## config.mk

```make
export PLATFORM = sky130hd
export DESIGN_NAME = shift_reg
export DESIGN_NICKNAME = d
export VERILOG_FILES = /design/src/rtl/shift_reg.sv
export SDC_FILE = /design/constraint.sdc
export NUM_CORES = 1
export LEC_CHECK = 0
export CAP_MARGIN = 20
export CORE_AREA = 2 2 45 47
export CTS_CLUSTER_DIAMETER = 80
export DETAILED_ROUTE_END_ITERATION = 10
export DIE_AREA = 0 0 47 49
export GPL_TIMING_DRIVEN = 0
export HOLD_SLACK_MARGIN = 0.1
export PLACE_DENSITY = 0.68
export SLEW_MARGIN = 20
export SYNTH_ARGS = -nofsm -noshare
export SYNTH_HDL_FRONTEND = slang
export SYNTH_SLANG_ARGS = --single-unit
```

## constraint.sdc

```tcl
create_clock -name clk -period 1.7 [get_ports clk]
set_input_delay 0.17 -clock clk [delete_from_list [all_inputs] [get_ports clk]]
set_output_delay 0.17 -clock clk [all_outputs]
set_load 0.01 [all_outputs]
```

## src/rtl/shift_reg.sv

```systemverilog
// Serial-in, parallel-out shift register with registered status outputs.
// Shifts one bit per clock into q[0]. The oldest bit appears on sout.
// Alongside the data it tracks a saturating fill count and a population count.
module shift_reg #(
  parameter  int unsigned WIDTH = 8,
  localparam int unsigned CW    = $clog2(WIDTH + 1)
) (
  input  logic             clk,
  input  logic             rst,
  input  logic             databit,
  output logic [WIDTH-1:0] q,
  output logic             sout,
  output logic [CW-1:0]    ones,
  output logic             full,
  output logic [CW-1:0]    fill,
  output logic             all_zero,
  output logic             all_one
);

  logic [WIDTH-1:0] data_q, data_d;
  logic [CW-1:0]    ones_q, ones_d;
  logic [CW-1:0]    fill_q, fill_d;

  // Next-state: shift in databit, update popcount incrementally, saturate fill
  always_comb begin
    data_d = {data_q[WIDTH-2:0], databit};
    // The bit leaving at the top is exactly the one dropped from the count, so
    // the count tracks the new register contents without a full popcount.
    ones_d = ones_q + CW'(databit) - CW'(data_q[WIDTH-1]);
    fill_d = fill_q;
    if (fill_q != CW'(WIDTH)) begin
      fill_d = fill_q + CW'(1);
    end
  end

  // State registers; active-low asynchronous clear discards contents and fill
  always_ff @(posedge clk or negedge rst) begin
    if (!rst) begin
      data_q <= '0;
      ones_q <= '0;
      fill_q <= '0;
    end else begin
      data_q <= data_d;
      ones_q <= ones_d;
      fill_q <= fill_d;
    end
  end

  // Outputs derive directly from registered state
  always_comb begin
    q        = data_q;
    sout     = data_q[WIDTH-1];
    ones     = ones_q;
    fill     = fill_q;
    full     = (fill_q == CW'(WIDTH));
    all_zero = (ones_q == '0);
    all_one  = (ones_q == CW'(WIDTH));
  end

endmodule

```

# Yosys cells after proc, flatten, opt, wreduce, memory -nomap -nowiden
# Index checks and enable logic that the tools add are counted.
# word_totals
elab_cells	10
reg_bits	16
in_bits	3
# classes
add_sub_neg	3
eq_ne	3
n_reduce_logical	1
# ops
operator	count
$eq A4 B4 Y1 const B	2
$add A4 B1 Y4	1
$add A4 B1 Y4 const B	1
$logic_not A4 Y1	1
$ne A4 B4 Y1 const B	1
$sub A4 B1 Y4	1

# Longest topological paths before layout
# Gate-level depths: netlist of run 1.
# depth
depth_word	2
depth_mapped	7

# Worst setup path before layout of run 1
# No wires, ideal clock.
# synth_path
kind	reg2reg
startpoint	register ones_q[0], in the netlist ones[0]
endpoint	register ones_q[2], in the netlist ones[2]
setup_time_ps	123
setup_slack_ps	150
stages_incl_launch_ff	7
period_less_slack_ps	1550
required_ps	1577
arrival_ps	1427
cell_sequence	dfrtp_1 > inv_1 > ha_1 > inv_1 > ha_1 > fa_1 > xor2_1
# synth_between
elab_chain_cells	2
# synth_lines
item	line	rtl
start: declaration	21	logic [CW-1:0] ones_q, ones_d;
start signal: assignment	44	ones_q <= ones_d;
$add A4 B1 Y4	29	ones_d = ones_q + CW'(databit) - CW'(data_q[WIDTH-1]);
$sub A4 B1 Y4	29	
via ones_d[2]	21	
# The timed path passes the listed nets, and every way through them passes these cells.
# A chain may end at the register's enable or synchronous reset.

# Worst setup path in the final report of run 1
# layout_path
startpoint	register fill_q[0], in the netlist fill[0]
endpoint	output port full
# layout_between
elab_chain_cells	1
# layout_lines
item	line	rtl
start: declaration	22	logic [CW-1:0] fill_q, fill_d;
start signal: assignment	45	fill_q <= fill_d;
$eq A4 B4 Y1	55	full = (fill_q == CW'(WIDTH));
end: declaration	14	output logic full,
# Every way passes these cells.

==> results of run 1 <==
## power groups by stage
stage	Clock (mW)	Sequential (mW)	Combinational, mW
after floorplan	0	0.519	0.264
after global placement	0	0.493	0.493
after global routing	0.220	0.500	0.558
final	0.190	0.487	0.488
after detailed placement	0	0.497	0.507
after CTS	0.201	0.489	0.500
## cell type report
class | count | area share (%)
Sequential cell | 16 | 42.5
Multi-Input combinational cell | 23 | 24.8
Tap cell | 27 | 3.56
Inverter | 8 | 3.17
Clock buffer | 3 | 2.37
Buffer | 1 | 0.792
Timing Repair Buffer | 22 | 22.8
## logic make-up after synthesis
kind of cell	synth area share (%)
adders and majority gates	17.8
xor gates and xnor gates	5.21
and+or+nand+nor	5.76
buffers and inverters	5.58
muxes	3.72
AOI/OAI and AO/OA	2.42
DFF	59.5
## synthesized netlist by cell type
cell type  number  share of area (%)
ha_1            8                 15
fa_1            1                3.0
a21o_1          1                1.1
buf_4           1                1.1
and3_1          2                1.9
mux2i_1         1                1.5
nand3_1         1               0.74
xnor2_1         2                2.6
dfrtp_1        16                 59
mux2_4          1                2.2
nor2_4          1                1.7
nand2_1         1               0.56
inv_1           8                4.5
xor2_1          2                2.6
nand2_2         1               0.93
a21oi_2         1                1.3
## sequential cells by signal, indices dropped and copies added, names as in the netlist
| signal | flops |
|---|---|
| fill | 4 |
| ones | 4 |
| q | 8 |
## per-stage QoR
step           hold WS [ns]  worst slack [ns]
2_1_floorplan        -0.126             0.150
3_3_place_gp          0.363             0.126
3_5_place_dp          0.370            0.0989
4_1_cts               0.319            0.0519
5_1_grt               0.352          -0.00214
6_report              0.298            0.0851
## critical path, cell delays in order (launching register included)
cell and delay, ns:
dfrtp_2 0.45, inv_1 0.07, ha_1 0.16, nand2_2 0.08
nor2_4 0.13, dlygate4sd2_1 0.29
## metal layers
metal	part of all wire, %	vias up
met3	4.7	2
met1	42	219
li1	-	199
met4	1.5	0
met5	0	-
met2	51	10
## repair_timing
| action | 4_1_cts | 5_1_grt |
|---|---|---|
| pin swaps | 0 | 0 |
| hold endpoints to repair | 0 | 0 |
| setup endpoints to repair | 3 | 1 |
| resized for setup | 3 | 2 |
| setup buffers | 0 | 0 |
## worst paths after layout
kind / end / depth (start not counted)
min in group clk: q[0] / 1
worst min-delay path: ones[3] / 1
worst max-delay path: full / 5
worst max register to register: ones[2] / 6
max in group asynchronous: fill[1] / 1
worst min register to register: q[6] / 0
==> metrics, run 1 <==
status finished clean; Max Clk Rate 0.619 GHz; Placer Congestion 0.663; clk root buf clkbuf_4; required time of the critical path 1.53 ns; sequential-to-total area share from yosys stat 59.5%; met3 Usage GRT 5.19%; Gate power share 41.9%; initial antenna violation count 0; largest buffer count on any clock path 2; drt pass-1 iters 2; Final Non-Filler Cells 100; Worst-Skew Late Latency 0.28 ns; worst reg2reg startpoint ones[0]; total congestion overflow 0; DRT iter0 DRCs 3; Slew @ Worst Pin 0.680 ns; Row Count 16; Final Cycle Share 95.0%; Vias/cell 4.30; # clock sinks 16; DPL Wire Length 926 um; Leakage 0.457 nW; Syn Area/Cell 14.0 um^2; diode count 0; initial core utilization 36.5%; Routed wire per std cell 11.7 um; met2 usage 17.8%; register share of total power 41.8%; worst-case vdd ir drop 0.833 mV; Die ar. 0.00230 mm^2; Rel. slew slack 54.6%; CTS tree built; Critical Path Sink Type output pin; final hold viol count 0; port bufs 22; Nets 87; most frequent cells in the layout 19 x clkdlybuf4s50_1, 14 x dfrtp_1, 8 x inv_1, 8 x ha_1; DP Area 927 um^2; largest net degree at the start of global routing 17; Worst setup SP type flop; Post-Syn Instances 48; I/O pin cnt 23; Switch Pwr 0.384 mW; sequential cell area 403 um^2; share of layout cells above drive strength 1 13.7%; H-Tree Depth 1; Synth Net Count 60; clock share of power 16.3%; met1 usage 16.9%; setup TNS 0 ns; post-route cell area 948 um^2; die height 49 um; core area 0.00184 mm^2; synth unique cells 16; setup slack, reg-to-reg 0.13 ns; total power 1.17 mW; vias in the first global route 439; clock slew at reported path FFs 0.09 ns; cts bufs inserted 3; Pint 0.782 mW; dpl cells 97; worst path arrival time 1.44 ns; skew final 0.00220 ns; PwrDens 1230 mW/mm^2; Post-route DRC 0; CP Max Fanout 5; area occupied by multi-input gates 235 um^2; worst setup path category reg -> out; Worst Setup SP fill[0]; global-route wire length before repair 2060 um; Switching Share 32.9%; most common cell after layout, fill and taps aside clkdlybuf4s50_1; number of fill cells 192; Seq cells post-synth 16; hold bufs inserted after CTS 0; vias post-DR 430; Hold WC Path Type in -> async; Die Wd 47 um; global route hottest layer met2; final antenna-violating net count 0; MaxCap Viol Count 0; Setup Viol. Count Final 0; Core Util, Final 51.5%; DRT Wirelength 1170 um; Period minus WS final 1.61 ns; mapped cell area 673 um^2; GRT Total Usage 13.1%; Warnings, synthesis 0; synthesis-to-layout area growth 40.9%; Max Slew Vio Count 0
No activity file was read; power rests on OpenSTA's default activity.
==> run 2, diff against run 1 <==
==> constraint.sdc (replaced) <==
create_clock -name clk -period 1.5 [get_ports clk]
set_input_delay 0.15 -clock clk [delete_from_list [all_inputs] [get_ports clk]]
set_output_delay 0.15 -clock clk [all_outputs]
set_load 0.01 [all_outputs]
==> run 2 against run 1 <==
The flow now finishes with violations (negative setup slack). First-iteration DRC count shrank 100%. Combinational power grew 34%. Wire length shrank 2.8%. Die area is the same. Critical path type is now reg -> reg. Flip-flop and latch count is the same. Clock skew shrank 0.0012 ns. Core utilization grew 4.9 points. Design area grew 9.5%.
==> metrics, run 2 (synthesis gave the netlist of run 1 again) <==
status finished with violations; violated checks negative setup slack; met2 usage 16.0%; Rel. slew slack 55.0%; setup TNS -0.0124 ns; total congestion overflow 0; Row Count 16; core area 0.00184 mm^2; required time of the critical path 1.66 ns; Core Util, Final 56.4%; diode count 0; worst setup path category reg -> reg; Die Wd 47 um; GRT Total Usage 11.8%; CTS tree built; cts bufs inserted 3; initial core utilization 36.5%; number of fill cells 167; DP Area 932 um^2; global-route wire length before repair 1930 um; met3 Usage GRT 5.93%; synthesis-to-layout area growth 54.3%; area occupied by multi-input gates 275 um^2; worst path arrival time 1.68 ns; Worst-Skew Late Latency 0.28 ns; skew final 0.000990 ns; RSZ-0062 raised after global routing true; Setup Viol. Count Final 1; PwrDens 1420 mW/mm^2; global route hottest layer met1; post-route cell area 0.00104 mm^2; DRT iter0 DRCs 0; H-Tree Depth 1; largest buffer count on any clock path 2; Die ar. 0.00230 mm^2; most common cell after layout, fill and taps aside clkdlybuf4s50_1; clock slew at reported path FFs 0.09 ns; most frequent cells in the layout 17 x clkdlybuf4s50_1, 14 x dfrtp_1, 6 x buf_4, 5 x inv_1, 5 x ha_1; Routed wire per std cell 10.7 um; Hold WC Path Type in -> async; setup ws final -0.0124 ns; hold_ws 0.278 ns; max reg flops 8; largest net degree at the start of global routing 17; final hold viol count 0; Worst setup SP type flop; Nets 92; final antenna-violating net count 0; worst-case vdd ir drop 0.804 mV; drt pass-1 iters 1; I/O pin cnt 23; vias post-DR 420; initial antenna violation count 0; sequential cell area 403 um^2; Final Non-Filler Cells 106; port bufs 22; Leakage 0.506 nW; dpl cells 97; Slew @ Worst Pin 0.673 ns; Critical Path Sink Type flop; Period minus WS final 1.51 ns; # clock sinks 16; DPL Wire Length 824 um; die height 49 um; vias in the first global route 434; Final Cycle Share 101%; met1 usage 16.3%; Post-route DRC 0; Placer Congestion 0.702; Max Slew Vio Count 0; Max Clk Rate 0.661 GHz; Vias/cell 3.96; share of layout cells above drive strength 1 31.6%; clk root buf clkbuf_4; CP Max Fanout 3; MaxCap Viol Count 0; DRT Wirelength 1130 um
[run 2: changes by cell type in the layout (fill, tap and decap cells not counted), moves of 2 or more]
cell,delta
dlygate4sd2_1,-3
clkdlybuf4s50_1,-2
inv_2,+3
dlymetal6s2s_1,+2
buf_4,+5
ha_1,-3
inv_1,-3
ha_4,+3
[run 2: timing repair]
item	4_1_cts	5_1_grt
hold buffers	0	0
buffers inserted	1	4
resized for setup	7	12
setup endpoints to repair	5	9
pin swaps	0	6
[run 2: final timing paths]
check | start | end | slack [ns] | depth (start not counted)
max in group asynchronous | rst | fill[1] | 0.76 | 1
min in group clk | q[5] | q[6] | 0.38 | 0
min reg2reg | q[5] | q[6] | 0.38 | 0
min | rst | ones[1] | 0.28 | 1
max reg2reg | q[7] | ones[2] | -0.01 | 5
max | q[7] | ones[2] | -0.01 | 5
[run 2: cell type report]
type / count / share of cell area (%)
Inverter: 8 / 2.89
Buffer: 1 / 0.723
Clock buffer: 4 / 3.49
Timing Repair Buffer: 27 / 24.3
Multi-Input combinational cell: 23 / 26.5
Tap cell: 27 / 3.25
Sequential cell: 16 / 38.8
[run 2: per-stage QoR]
step | power [mW] | setup WS (ns)
after floorplan | 0.894 | 0.0161
after global placement | 1.13 | -0.0507
after detailed placement | 1.14 | -0.0549
after CTS | 1.41 | -0.0343
after global routing | 1.62 | -0.0561
final | 1.47 | -0.0124
[run 2: routing by layer]
layer / share of wire [%] / wire length [um] / vias up
met5: 0 / 0 / -
met4: 0.97 / 11 / 0
met3: 7.0 / 79 / 2
met2: 48 / 547 / 12
met1: 44 / 494 / 193
li1: - / - / 213
[run 2: report_power, final]
group	leakage, nW	internal, mW	total, mW	switching (mW)
combinational	0.298	0.346	0.653	0.307
clock	0.0210	0.148	0.270	0.123
sequential	0.187	0.508	0.550	0.0422
total	0.506	1.00	1.47	0.473
[run 2: critical path: stages (launching register included)]
cell and delay, ns:
dfrtp_1 0.43, ha_4 0.28, inv_2 0.04, ha_4 0.15, fa_2 0.35, xor2_1 0.15
